===== config.mk =====
export PLATFORM = sky130hd
export DESIGN_NAME = ps2_scan_sequencer_flat
export DESIGN_NICKNAME = d
export VERILOG_FILES = /design/src/rtl/ps2_scan_sequencer_if.sv /design/src/rtl/ps2_scan_sequencer.sv /design/src/flat_wrapper.sv
export SDC_FILE = /design/constraint.sdc
export NUM_CORES = 1
export LEC_CHECK = 0
export CORE_AREA = 3 3 92 94
export DETAILED_ROUTE_END_ITERATION = 8
export DIE_AREA = 0 0 95 97
export PLACE_DENSITY_LB_ADDON = 0.12
export RECOVER_POWER = 25
export SLEW_MARGIN = 15
export SYNTH_ARGS = -nofsm -noshare
export SYNTH_HDL_FRONTEND = slang
export SYNTH_SLANG_ARGS = --single-unit

===== constraint.sdc =====
create_clock -name clk -period 2.58 [get_ports clk]
set_input_delay 0.516 -clock clk [delete_from_list [all_inputs] [get_ports clk]]
set_output_delay 0.516 -clock clk [all_outputs]
set_load 0.03 [all_outputs]

===== src/rtl/ps2_scan_sequencer_if.sv =====
// Bundle between the PS/2 receiver, the scan sequencer and the key-event consumer.
// The slave modport is the sequencer's view; the master modport drives it.
interface ps2_scan_sequencer_if;
    logic       rx_done_tick;
    logic [7:0] rx_dout;
    logic       rx_err;
    logic       rx_en;
    logic       ev_valid;
    logic       ev_ready;
    logic [7:0] ev_code;
    logic       ev_ext;
    logic       ev_break;
    logic       seq_err;
    logic       ovf;
    logic       clr_ovf;
    logic [7:0] err_cnt;

    modport master (
        output rx_done_tick, rx_dout, rx_err, ev_ready, clr_ovf,
        input  rx_en, ev_valid, ev_code, ev_ext, ev_break, seq_err, ovf, err_cnt
    );

    modport slave (
        input  rx_done_tick, rx_dout, rx_err, ev_ready, clr_ovf,
        output rx_en, ev_valid, ev_code, ev_ext, ev_break, seq_err, ovf, err_cnt
    );
endinterface


===== src/rtl/ps2_scan_sequencer.sv =====
// Folds the PS/2 byte stream (E0/F0 prefixes) into make/break key events and
// queues them in a show-ahead FIFO with backpressure, timeout and error reporting.
module ps2_scan_sequencer #(
    parameter int TIMEOUT_CYCLES = 50000,
    parameter int FIFO_DEPTH     = 4
) (
    input  logic                  clk,
    input  logic                  reset,
    ps2_scan_sequencer_if.slave   bus
);
    localparam int AW = $clog2(FIFO_DEPTH);
    localparam int CW = AW + 1;
    localparam int TW = $clog2(TIMEOUT_CYCLES);
    localparam logic [7:0]    CODE_EXT = 8'hE0;
    localparam logic [7:0]    CODE_BRK = 8'hF0;
    localparam logic [TW-1:0] TMO_LAST = TW'(TIMEOUT_CYCLES - 1);
    localparam logic [CW-1:0] FULL_CNT = CW'(FIFO_DEPTH);

    typedef enum logic [1:0] {ST_IDLE, ST_EXT, ST_BRK, ST_EXTBRK} state_t;

    state_t          r_state;
    logic [TW-1:0]   r_tmo;
    logic [9:0]      r_mem [FIFO_DEPTH];
    logic [AW-1:0]   r_wptr;
    logic [AW-1:0]   r_rptr;
    logic [CW-1:0]   r_count;
    logic            r_valid;
    logic [9:0]      r_head;
    logic            r_seq_err;
    logic            r_ovf;
    logic [7:0]      r_err_cnt;

    state_t          w_next_state;
    logic            w_emit;
    logic            w_ev_ext;
    logic            w_ev_brk;
    logic            w_abort;
    logic            w_pop;
    logic            w_full;
    logic            w_push;
    logic            w_drop;
    logic [CW-1:0]   w_count_next;
    logic [AW-1:0]   w_rptr_inc;
    logic            w_head_load;
    logic [9:0]      w_head_next;
    logic [9:0]      w_push_data;

    // Prefix decoding: next state, event emission and abort causes.
    always_comb begin
        w_next_state = r_state;
        w_emit       = 1'b0;
        w_ev_ext     = 1'b0;
        w_ev_brk     = 1'b0;
        w_abort      = 1'b0;
        if (bus.rx_done_tick) begin
            if (bus.rx_err) begin
                w_next_state = ST_IDLE;
                w_abort      = 1'b1;
            end else begin
                case (r_state)
                    ST_IDLE: begin
                        if (bus.rx_dout == CODE_EXT) begin
                            w_next_state = ST_EXT;
                        end else if (bus.rx_dout == CODE_BRK) begin
                            w_next_state = ST_BRK;
                        end else begin
                            w_emit = 1'b1;
                        end
                    end
                    ST_EXT: begin
                        if (bus.rx_dout == CODE_BRK) begin
                            w_next_state = ST_EXTBRK;
                        end else if (bus.rx_dout == CODE_EXT) begin
                            w_abort = 1'b1;
                        end else begin
                            w_emit       = 1'b1;
                            w_ev_ext     = 1'b1;
                            w_next_state = ST_IDLE;
                        end
                    end
                    ST_BRK, ST_EXTBRK: begin
                        w_next_state = ST_IDLE;
                        if ((bus.rx_dout == CODE_EXT) || (bus.rx_dout == CODE_BRK)) begin
                            w_abort = 1'b1;
                        end else begin
                            w_emit   = 1'b1;
                            w_ev_ext = (r_state == ST_EXTBRK);
                            w_ev_brk = 1'b1;
                        end
                    end
                    default: begin
                        w_next_state = ST_IDLE;
                    end
                endcase
            end
        end else if ((r_state != ST_IDLE) && (r_tmo == TMO_LAST)) begin
            w_next_state = ST_IDLE;
            w_abort      = 1'b1;
        end else begin
            w_next_state = r_state;
        end
    end

    assign w_pop       = r_valid & bus.ev_ready;
    assign w_full      = (r_count == FULL_CNT);
    assign w_push      = w_emit & (~w_full | w_pop);
    assign w_drop      = w_emit & w_full & ~w_pop;
    assign w_rptr_inc  = r_rptr + {{(AW-1){1'b0}}, 1'b1};
    assign w_push_data = {w_ev_ext, w_ev_brk, bus.rx_dout};

    // FIFO occupancy and the next show-ahead head (holds when the FIFO drains).
    always_comb begin
        w_count_next = r_count;
        w_head_load  = 1'b0;
        w_head_next  = r_head;
        case ({w_push, w_pop})
            2'b10:   w_count_next = r_count + {{(CW-1){1'b0}}, 1'b1};
            2'b01:   w_count_next = r_count - {{(CW-1){1'b0}}, 1'b1};
            default: w_count_next = r_count;
        endcase
        if (w_pop && (r_count > {{(CW-2){1'b0}}, 2'b01})) begin
            w_head_load = 1'b1;
            w_head_next = r_mem[w_rptr_inc];
        end else if (w_push && ((r_count == {CW{1'b0}}) ||
                                (w_pop && (r_count == {{(CW-1){1'b0}}, 1'b1})))) begin
            w_head_load = 1'b1;
            w_head_next = w_push_data;
        end else begin
            w_head_load = 1'b0;
            w_head_next = r_head;
        end
    end

    // Sequencer state, timeout counter and error/overflow status.
    always_ff @(posedge clk or negedge reset) begin
        if (!reset) begin
            r_state   <= ST_IDLE;
            r_tmo     <= {TW{1'b0}};
            r_seq_err <= 1'b0;
            r_ovf     <= 1'b0;
            r_err_cnt <= 8'd0;
        end else begin
            r_state   <= w_next_state;
            r_seq_err <= w_abort;
            if (bus.rx_done_tick || (r_state == ST_IDLE) || w_abort) begin
                r_tmo <= {TW{1'b0}};
            end else begin
                r_tmo <= r_tmo + {{(TW-1){1'b0}}, 1'b1};
            end
            if (w_drop) begin
                r_ovf <= 1'b1;
            end else if (bus.clr_ovf) begin
                r_ovf <= 1'b0;
            end else begin
                r_ovf <= r_ovf;
            end
            if (w_abort && (r_err_cnt != 8'hFF)) begin
                r_err_cnt <= r_err_cnt + 8'd1;
            end else begin
                r_err_cnt <= r_err_cnt;
            end
        end
    end

    // Event FIFO storage, pointers and registered head fields.
    always_ff @(posedge clk or negedge reset) begin
        if (!reset) begin
            for (int i = 0; i < FIFO_DEPTH; i++) begin
                r_mem[i] <= 10'd0;
            end
            r_wptr  <= {AW{1'b0}};
            r_rptr  <= {AW{1'b0}};
            r_count <= {CW{1'b0}};
            r_valid <= 1'b0;
            r_head  <= 10'd0;
        end else begin
            if (w_push) begin
                r_mem[r_wptr] <= w_push_data;
                r_wptr        <= r_wptr + {{(AW-1){1'b0}}, 1'b1};
            end
            if (w_pop) begin
                r_rptr <= w_rptr_inc;
            end
            if (w_head_load) begin
                r_head <= w_head_next;
            end
            r_count <= w_count_next;
            r_valid <= (w_count_next != {CW{1'b0}});
        end
    end

    assign bus.rx_en    = (r_count < FULL_CNT);
    assign bus.ev_valid = r_valid;
    assign bus.ev_ext   = r_head[9];
    assign bus.ev_break = r_head[8];
    assign bus.ev_code  = r_head[7:0];
    assign bus.seq_err  = r_seq_err;
    assign bus.ovf      = r_ovf;
    assign bus.err_cnt  = r_err_cnt;
endmodule


===== src/flat_wrapper.sv =====
// flat-port wrapper written by rule: the top's interface ports become plain ports
module ps2_scan_sequencer_flat 
#(
    parameter int TIMEOUT_CYCLES = 50000,
    parameter int FIFO_DEPTH     = 4
)
  (clk, reset, bus_rx_done_tick, bus_rx_dout, bus_rx_err, bus_ev_ready, bus_clr_ovf, bus_rx_en, bus_ev_valid, bus_ev_code, bus_ev_ext, bus_ev_break, bus_seq_err, bus_ovf, bus_err_cnt);
  ps2_scan_sequencer_if bus_i ();
  input  logic clk;
  input  logic reset;
  input wire logic [$bits(bus_i.rx_done_tick)-1:0] bus_rx_done_tick;
  input wire logic [$bits(bus_i.rx_dout)-1:0] bus_rx_dout;
  input wire logic [$bits(bus_i.rx_err)-1:0] bus_rx_err;
  input wire logic [$bits(bus_i.ev_ready)-1:0] bus_ev_ready;
  input wire logic [$bits(bus_i.clr_ovf)-1:0] bus_clr_ovf;
  output wire logic [$bits(bus_i.rx_en)-1:0] bus_rx_en;
  output wire logic [$bits(bus_i.ev_valid)-1:0] bus_ev_valid;
  output wire logic [$bits(bus_i.ev_code)-1:0] bus_ev_code;
  output wire logic [$bits(bus_i.ev_ext)-1:0] bus_ev_ext;
  output wire logic [$bits(bus_i.ev_break)-1:0] bus_ev_break;
  output wire logic [$bits(bus_i.seq_err)-1:0] bus_seq_err;
  output wire logic [$bits(bus_i.ovf)-1:0] bus_ovf;
  output wire logic [$bits(bus_i.err_cnt)-1:0] bus_err_cnt;
  assign bus_i.rx_done_tick = bus_rx_done_tick;
  assign bus_i.rx_dout = bus_rx_dout;
  assign bus_i.rx_err = bus_rx_err;
  assign bus_i.ev_ready = bus_ev_ready;
  assign bus_i.clr_ovf = bus_clr_ovf;
  assign bus_rx_en = bus_i.rx_en;
  assign bus_ev_valid = bus_i.ev_valid;
  assign bus_ev_code = bus_i.ev_code;
  assign bus_ev_ext = bus_i.ev_ext;
  assign bus_ev_break = bus_i.ev_break;
  assign bus_seq_err = bus_i.seq_err;
  assign bus_ovf = bus_i.ovf;
  assign bus_err_cnt = bus_i.err_cnt;
  ps2_scan_sequencer #(.TIMEOUT_CYCLES(TIMEOUT_CYCLES), .FIFO_DEPTH(FIFO_DEPTH)) u_core (.clk(clk), .reset(reset), .bus(bus_i));
endmodule

==> out/metrics.yaml, run 1 <==
num_rows: 32
cts.sinks: 86
ys_ff_latch: 86
cp-endpoint: "u_core.bus.ev_valid$_DFF_PN0_"
power_uw: 5100
yosys.area.top_type_share: 0.529
start_util: 0.526
post_drt_wl_per_cell_um: 16.0
synth.distinct_cells: 39
place_congestion: 0.796
clk_pin_slew_ps: 90
hold_path.class: "flip-flop to flip-flop"
crit_chain: "clkdlybuf4s50_1, nor4_2, buf_4, nand2_4, nand2b_1, nor2_4, ha_1, a22o_1, a21oi_1, a31oi_1, or3_1"
skew_ps: 14.4
timing.final.crit_share: 0.915
dieArea_um2: 9220
setup_viol: 0
final.min_clock_period_ps: 2360
drt-initial-drc-count: 83
grt_usage: 0.196
critPathLaunchType: "input port"
slew_headroom: -0.480
path_class: "input port to flip-flop"
rrSetupSlack_ps: 340
fin_setup_tns_ps: 0
dieHeight_um: 97
cp.required_ps: 2810
synth_xor_area_frac: 0.0495
clock_latency_ps: 350
drc: 0
top_usage_layer: "met2"
reg2reg_from: "u_core.r_count[0]$_DFF_PN0_"
status: "complete, but fails checks"
synth_edf_count: 0
end_kind: "flip-flop"
dr.pass1.iters: 4
routed_wl_um: 8070
synth-compound-area-share: 0.0462
synth.avg_cell_area_um2: 12.2
synth_area_leaders: "dfrtp_1, mux2_2, mux4_2"
seq_area_um2: 2150
yosys_warnings: 0
cts_buffers: 9
power_density_nw_per_um2: 1020
synthCells: 333
async_flop_share: 1.00
gr-total-overflow: 0
synthSimpleGateAreaFrac: 0.136
met3_usage: 0.0498
htreeDepth: 3
hold_viol: 0
layout_common_cells: "dfrtp_1, mux2_2, clkdlybuf4s50_1, nor2_1, nand2_1"
worstMarginPinSlew_ps: 2220
max_freq_ghz: 0.424
power_leakage_uw: 0.00224
yosysTopAreaCell: "dfrtp_1"
nets: 425
ys_seq_area_frac: 0.529
die_w_um: 95
crit_fanout: 4
final_common_cell: "dfrtp_1"
cp_slowest_cell: "clkdlybuf4s50_1"
use_met2: 0.312
synthFlopType: "dfrtp_1"
ctsHoldBuffers: 0
grt_pass1_vias: 2809
ctsResizeCount: 0
postCtsSetupRepairBufs: 0
syn_nets: 360
drive_gt1_frac: 0.275
rr_endpoint: "u_core.bus.ev_valid$_DFF_PN0_"
clk_root_buffer_cell: "clkbuf_8"
core_area_um2: 7730
maxSlewViolCount: 42
cts_tree: "built"
rsz0062_at_grt: "no"
clockBufferDepth: 2
pin_count: 36
multi_input_area_um2: 1830
synth_top_family_by_area: "multiplexers"
syn_to_final_growth_pct: 22.5
arrival_ps: 2590
grt_pass1_wl_um: 13900
synthesis.area_um2: 4070
port_buffers: 35
synth.area.mux_share: 0.180
drt.antenna.violating_nets: 0
peakVddDrop_mv: 0.694
nFillCells: 631
dr_total_vias: 2691
antennaDiodeCount: 0
cap_violations: 1
grt_max_degree: 42
critPathMaxStageDelay_ps: 440
dp_hpwl_um: 5610
antenna_found_initial: 0
violations: "capacitance limit, slew limit"
crit_path_start: "bus_rx_dout[3]"
worstRegToRegCells: 10
vias_per_cell: 5.33
synth_adder_area_share: 0.0400
met1_usage: 0.267
synthesized netlist by cell type (8+ instances only):
cell type / n
mux2_2: 40
nor2_1: 31
a31oi_1: 11
and3_1: 10
nand2_1: 26
nand3_1: 17
xor2_1: 8
xnor2_1: 15
mux4_2: 10
dfrtp_1: 86
ha_1: 13
inv_1: 12
layout make-up:
cell class / count / share of cell area
clock buffers: 11 / 0.0284
clock inverters: 5 / 0.0166
inverters: 12 / 0.00905
repair buffers: 62 / 0.120
flip-flops and latches: 86 / 0.432
multi-input cells: 227 / 0.368
well taps: 102 / 0.0256
logic make-up after synthesis:
family	Yosys count
AOI/OAI and AO/OA	30
xor gates and xnor gates	23
DFF	86
buffers and inverters	20
adders and majority gates	13
and+or+nand+nor	107
muxes	54
how the worst min path moves through the flow:
stage,depth (start not counted),slack (ps),startpoint,endpoint
floorplan,0,220,reset,u_core.bus.err_cnt[0]$_DFFE_PN0P_
global placement,1,440,u_core.r_tmo[0]$_DFF_PN0_,u_core.r_tmo[0]$_DFF_PN0_
detailed placement,1,440,u_core.r_tmo[0]$_DFF_PN0_,u_core.r_tmo[0]$_DFF_PN0_
CTS,1,140,reset,u_core.r_head[5]$_DFFE_PN0P_
global route,1,490,u_core.r_tmo[0]$_DFF_PN0_,u_core.r_tmo[0]$_DFF_PN0_
finish,1,450,u_core.r_tmo[0]$_DFF_PN0_,u_core.r_tmo[0]$_DFF_PN0_
state kept, by name, summed over array words and instances (netlist names):
name                 flops
u_core.r_mem            40
u_core.r_tmo            16
u_core.r_head           10
u_core.bus.err_cnt       8
u_core.r_count           3
u_core.r_rptr            2
u_core.r_state           2
u_core.r_wptr            2
u_core.bus.ev_valid      1
u_core.bus.ovf           1
u_core.bus.seq_err       1
power by group:
group	internal, uW	total (uW)	switching [uW]
logic	1020	1940	916
clock network	574	1050	474
registers	1790	2110	322
stage by stage:
step | cell area, um2 | hold slack, ps | setup slack [ps] | std cells | util
after floorplan | 4070 | 220 | 329 | 333 | -
after global placement | 4760 | 437 | -123 | 489 | 0.616
after detailed placement | 4760 | 445 | -144 | 489 | 0.616
after CTS | 4980 | 143 | 229 | 505 | 0.645
after global routing | 4980 | 488 | 92.4 | 505 | 0.644
final | 4980 | 451 | 220 | 505 | 0.644
worst max-delay path, delay by kind of cell:
family,cells,cell delay (ps)
AO/OA/AOI/OAI,3,410
adder cells (fa/ha/maj),1,240
AND/OR/NAND/NOR,5,830
buffers and inverters,2,610
layer usage:
layer / share of wire / vias to the layer above
li1: - / 1297
met1: 0.46 / 1341
met2: 0.49 / 44
met3: 0.042 / 9
met4: 0.010 / 0
met5: 0 / -
No activity file was read; power rests on OpenSTA's default activity.
==> run 2: changes to the inputs <==
Settings changed: CORE_AREA 3 3 92 94 to 2 2 91 93, CTS_CLUSTER_DIAMETER set to 50, DIE_AREA 0 0 95 97 to 0 0 93 95.
==> run 2 against run 1 <==
- critical path type unchanged
- the flow now finishes without violations
- setup slack got worse by 34 ps
- combinational power about the same
- die area decreased by 4.1%
- non-clock buffer count unchanged
- register-to-register slack got worse by 30 ps
- sequential power about the same
- global-route usage decreased by 0.17 points
- critical path depth unchanged
- sequential cell count unchanged
==> out/metrics.yaml, run 2 (synthesized netlist as in run 1, its figures left out) <==
slew_headroom: 0.218  # +0.697
arrival_ps: 2610  # +20 ps
fin_setup_tns_ps: 0  # unchanged
ctsResizeCount: 0  # unchanged
reg2reg_from: "u_core.r_count[0]$_DFF_PN0_"
clock_latency_ps: 340  # about the same
core_area_um2: 7930  # +2.6%
peakVddDrop_mv: 0.462  # -33%
post_drt_wl_per_cell_um: 15.6  # -2.2%
worstMarginPinSlew_ps: 1170  # -1050 ps
dr_total_vias: 2676  # -0.56%
drt-initial-drc-count: 90  # +8.4%
fin_area_um2: 4980  # about the same
setup_viol: 0  # unchanged
path_class: "input port to flip-flop"
timing.final.crit_share: 0.928  # +0.0130
cp_slowest_cell: "clkdlybuf4s50_1"
placedCellCount: 492  # +0.61%
syn_to_final_growth_pct: 22.5  # about the same
rsz0062_at_grt: "no"
clk_root_buffer_cell: "clkbuf_8"
critPathMaxStageDelay_ps: 440  # about the same
gr-total-overflow: 0  # unchanged
clockBufferDepth: 2  # unchanged
postCtsSetupRepairBufs: 0  # unchanged
max_freq_ghz: 0.418  # -1.4%
grt_pass1_vias: 2630  # -6.4%
dp_hpwl_um: 5400  # -3.7%
maxSlewViolCount: 0  # -100%
cts.sinks: 86  # unchanged
final_cells: 508  # +0.59%
cts_tree: "built"
grt_max_degree: 48  # +14%
rrSetupSlack_ps: 310  # -30 ps
dr.pass1.iters: 4  # unchanged
vias_per_cell: 5.27  # -1.1%
grt_usage: 0.194  # -0.00170
routed_wl_um: 7950  # -1.6%
hold_path.class: "input port to async pin"
cp.required_ps: 2800  # about the same
worstRegToRegCells: 10  # unchanged
clk_pin_slew_ps: 90  # about the same
skew_ps: 8.28  # -6.08 ps
nets: 425  # unchanged
rr_endpoint: "u_core.bus.ev_valid$_DFF_PN0_"
nFillCells: 636  # +0.79%
regMostFlops: "u_core.r_mem"
path_buf_inv: 2  # unchanged
cts_buffers: 9  # unchanged
crit_chain: "clkdlybuf4s50_1, nor4_2, buf_4, nand2_4, nand2b_1, nor2_4, ha_1, a22o_1, a21oi_1, a31oi_1, or3_1"
grt_pass1_wl_um: 13100  # -5.8%
status: "completed"
power_density_nw_per_um2: 1020  # about the same
utilization: 0.628  # -0.0161
hold_viol: 0  # unchanged
antennaDiodeCount: 0  # unchanged
num_rows: 33  # +3.1%
dieArea_um2: 8840  # -4.1%
end_kind: "flip-flop"
path_delay_family: "simple AND/OR/NAND/NOR gates"
dp_worst_setup_slack_ps: -157  # -12.4 ps
largest_reg_flops: 40  # unchanged
place_congestion: 0.819  # +3.0%
die_w_um: 93  # -2.1%
cap_violations: 0  # -1
start_util: 0.513  # -0.0133
port_buffers: 35  # unchanged
dieHeight_um: 95  # -2.1%
critPathLaunchType: "input port"
final_common_cell: "dfrtp_1"
drt.antenna.violating_nets: 0  # unchanged
antenna_found_initial: 0  # unchanged
drive_gt1_frac: 0.278  # +0.00248
power_leakage_uw: 0.00224  # about the same
largest_registers: "u_core.r_mem: 40 flops, u_core.r_tmo: 16 flops, u_core.r_head: 10 flops"
ctsHoldBuffers: 0  # unchanged
crit_fanout: 4  # unchanged
fin_ws_ps: 186  # -33.5 ps
layout_common_cells: "dfrtp_1, mux2_2, clkdlybuf4s50_1, nor2_1, nand2_1"
htreeDepth: 3  # unchanged
post_dp_cell_area_um2: 4780  # +0.34%
final.min_clock_period_ps: 2390  # +33.5 ps
pin_count: 36  # unchanged
drc: 0  # unchanged
## run 2: changes by cell type in the layout (fill, tap and decap cells not counted), sizes merged
cell      previous run  this run
buf                 27        26
clkbuf              12        13
clkinv               3         1
clkinvlp             0         1
inv                 12        13
## run 2: layer usage
metal / vias to the layer above / wire, um / GRT usage
met5: - / 0 / 0
met4: 0 / 148 / 0.0723
met3: 12 / 178 / 0.0271
met2: 33 / 3780 / 0.320
met1: 1331 / 3840 / 0.264
li1: 1300 / - / -
## run 2: power breakdown
group | switching [uW] | internal, uW | total [uW] | leakage (uW)
clock | 474 | 575 | 1050 | 0.000110
combinational | 907 | 1020 | 1930 | 0.00104
sequential | 327 | 1790 | 2120 | 0.00110
total | 1710 | 3390 | 5100 | 0.00224
## run 2: layout make-up
class,instances,area (um2),share of cell area
Timing Repair Buffer,62,596,0.120
Sequential cell,86,2150,0.432
Inverter,12,45.0,0.00904
Clock buffer,11,141,0.0284
Multi-Input combinational cell,227,1830,0.368
Clock inverter,5,81.3,0.0163
Tap cell,105,131,0.0264
## run 2: stage by stage
| stage | total power [uW] | hold WS, ps |
|---|---|---|
| detailed placement | 4090 | 448 |
| finish | 5100 | 398 |
| floorplan | 3380 | 220 |
| CTS | 5150 | 195 |
| global route | 5400 | 481 |
| global placement | 4030 | 439 |
## run 2: how the worst max path moves through the flow
stage,start,end,slack [ps],cells past startpoint
2_1_floorplan,bus_rx_dout[7],u_core.bus.ev_valid$_DFF_PN0_,330,10
3_3_place_gp,bus_rx_dout[3],u_core.bus.ev_valid$_DFF_PN0_,-120,11
3_5_place_dp,bus_rx_dout[3],u_core.bus.ev_valid$_DFF_PN0_,-160,11
4_1_cts,bus_rx_dout[3],u_core.bus.ev_valid$_DFF_PN0_,170,11
5_1_grt,bus_rx_dout[3],u_core.bus.ev_valid$_DFF_PN0_,50,12
6_report,bus_rx_dout[3],u_core.bus.ev_valid$_DFF_PN0_,190,11
==> run 3: changes to the inputs <==
==> constraint.sdc (replaced) <==
create_clock -name clk -period 2.58 [get_ports clk]
set_input_delay 0.387 -clock clk [delete_from_list [all_inputs] [get_ports clk]]
set_output_delay 0.387 -clock clk [all_outputs]
set_load 0.03 [all_outputs]
==> run 3 against run 2 <==
- routed wire length fell by 3.1%
- setup slack gained 160 ps
- sequential cell count unchanged
- critical endpoint unchanged
- die area stayed put
==> out/metrics.yaml, run 3 (synthesized netlist as in run 1, its figures left out) <==
critPathLaunchType: "input port"
antenna_found_initial: 0  # unchanged
crit_path_start: "bus_rx_dout[3]"
antennaDiodeCount: 0  # unchanged
drive_gt1_frac: 0.271  # -0.00724
final_common_cell: "dfrtp_1"
ctsHoldBuffers: 1  # +1
core_area_um2: 7930  # unchanged
layout_common_cells: "dfrtp_1, mux2_2, clkdlybuf4s50_1, nor2_1, nand2_1"
slew_headroom: 0.474  # +0.256
clock_latency_ps: 360  # +20 ps
hp-start: "u_core.r_tmo[0]$_DFF_PN0_"
reg2reg_from: "u_core.r_count[0]$_DFF_PN0_"
cts_buffers: 9  # unchanged
power_leakage_uw: 0.00220  # -1.9%
rr_endpoint: "u_core.bus.ev_valid$_DFF_PN0_"
dieArea_um2: 8840  # unchanged
hold_path.class: "flip-flop to flip-flop"
crit_fanout: 4  # unchanged
largest_registers: "u_core.r_mem: 40 flops, u_core.r_tmo: 16 flops, u_core.r_head: 10 flops"
final.min_clock_period_ps: 2240  # -158 ps
clk_root_buffer_cell: "clkbuf_8"
grt_pass1_vias: 2575  # -2.1%
worstRegToRegCells: 10  # unchanged
grt_usage: 0.192  # -0.00210
power_density_nw_per_um2: 1010  # -0.98%
path_class: "input port to flip-flop"
vias_per_cell: 5.26  # -0.11%
rrSetupSlack_ps: 360  # +50 ps
pin_count: 36  # unchanged
timing.final.crit_share: 0.867  # -0.0611
syn_to_final_growth_pct: 21.1
num_rows: 33  # unchanged
drt.antenna.violating_nets: 0  # unchanged
worstMarginPinSlew_ps: 789  # -384 ps
grt_max_degree: 55  # +15%
gr-total-overflow: 0  # unchanged
dp_hpwl_um: 5220  # -3.3%
place_congestion: 0.771  # -5.9%
utilization: 0.621  # -0.00694
clk_pin_slew_ps: 80  # about the same
htreeDepth: 3  # unchanged
port_buffers: 35  # unchanged
peakVddDrop_mv: 0.532  # +15%
cts.sinks: 86  # unchanged
power_uw: 4990  # -2.1%
die_w_um: 93  # unchanged
setup_viol: 0  # unchanged
postCtsSetupRepairBufs: 0  # unchanged
hold_viol: 0  # unchanged
skew_ps: 15.5  # +7.27 ps
max_freq_ghz: 0.447  # +7.1%
post_drt_wl_per_cell_um: 15.3  # -2.3%
drc: 0  # unchanged
nets: 421  # -0.94%
rsz0062_at_grt: "no"
grt_pass1_wl_um: 12800  # -2.1%
maxSlewViolCount: 0  # unchanged
cap_violations: 0  # unchanged
dieHeight_um: 95  # unchanged
arrival_ps: 2470  # -140 ps
status: "completed"
routed_wl_um: 7700  # -3.1%
cp-endpoint: "u_core.bus.ev_valid$_DFF_PN0_"
ctsResizeCount: 0  # unchanged
cp.required_ps: 2820  # +20 ps
drt-initial-drc-count: 69  # -23%
clockBufferDepth: 2  # unchanged
start_util: 0.513  # unchanged
regMostFlops: "u_core.r_mem"
end_kind: "flip-flop"
dr.pass1.iters: 4  # unchanged
dr_total_vias: 2652  # -0.90%
largest_reg_flops: 40  # unchanged
cts_tree: "built"
## run 3: where the power goes
part / switching, uW / internal [uW]
clock network: 512 / 461
registers: 325 / 1790
logic: 896 / 1010
## run 3: worst min-delay path by stage
stage | to | slack (ps) | depth (start not counted)
finish | u_core.r_tmo[0]$_DFF_PN0_ | 460 | 1
global route | u_core.r_tmo[0]$_DFF_PN0_ | 480 | 1
CTS | u_core.r_tmo[0]$_DFF_PN0_ | 460 | 1
detailed placement | u_core.r_mem[20]$_DFFE_PN0P_ | 360 | 1
global placement | u_core.r_mem[20]$_DFFE_PN0P_ | 360 | 1
floorplan | u_core.bus.err_cnt[0]$_DFFE_PN0P_ | 90 | 0
## run 3: per-layer routing
layer / wire length (um) / vias to the layer above / track usage
met5: 0 / - / 0
met1: 3570 / 1307 / 0.247
li1: - / 1296 / -
met4: 187 / 0 / 0.0870
met2: 3750 / 33 / 0.322
met3: 198 / 16 / 0.0303
## run 3: final cells by class
cell class | instances | area [um2]
Timing Repair Buffer | 58 | 558
Clock inverter | 7 | 81.3
Clock buffer | 9 | 124
Inverter | 12 | 45.0
Fill cell | 647 | 3000
Multi-Input combinational cell | 227 | 1830
Sequential cell | 86 | 2150
Tap cell | 105 | 131
## run 3: worst max-delay path: stages
cell	delay, ps
clkdlybuf4s50_1	440
nor4_2	270
buf_4	170
nand2_4	40
nand2b_1	140
nor2_4	50
ha_1	240
a22o_1	210
a21oi_1	140
a31oi_1	70
or3_1	320
## run 3: stage by stage
| step | setup WS (ps) | setup TNS (ps) | instance area [um2] | instances | hold WS (ps) |
|---|---|---|---|---|---|
| 5_1_grt | 155 | 0 | 4930 | 504 | 483 |
| 6_report | 344 | 0 | 4930 | 504 | 459 |
| 4_1_cts | 329 | 0 | 4940 | 504 | 460 |
| 3_3_place_gp | 4.51 | 0 | 4730 | 487 | 360 |
| 3_5_place_dp | -24.1 | -24.1 | 4730 | 487 | 358 |
| 2_1_floorplan | 343 | 0 | 4070 | 333 | 91.4 |
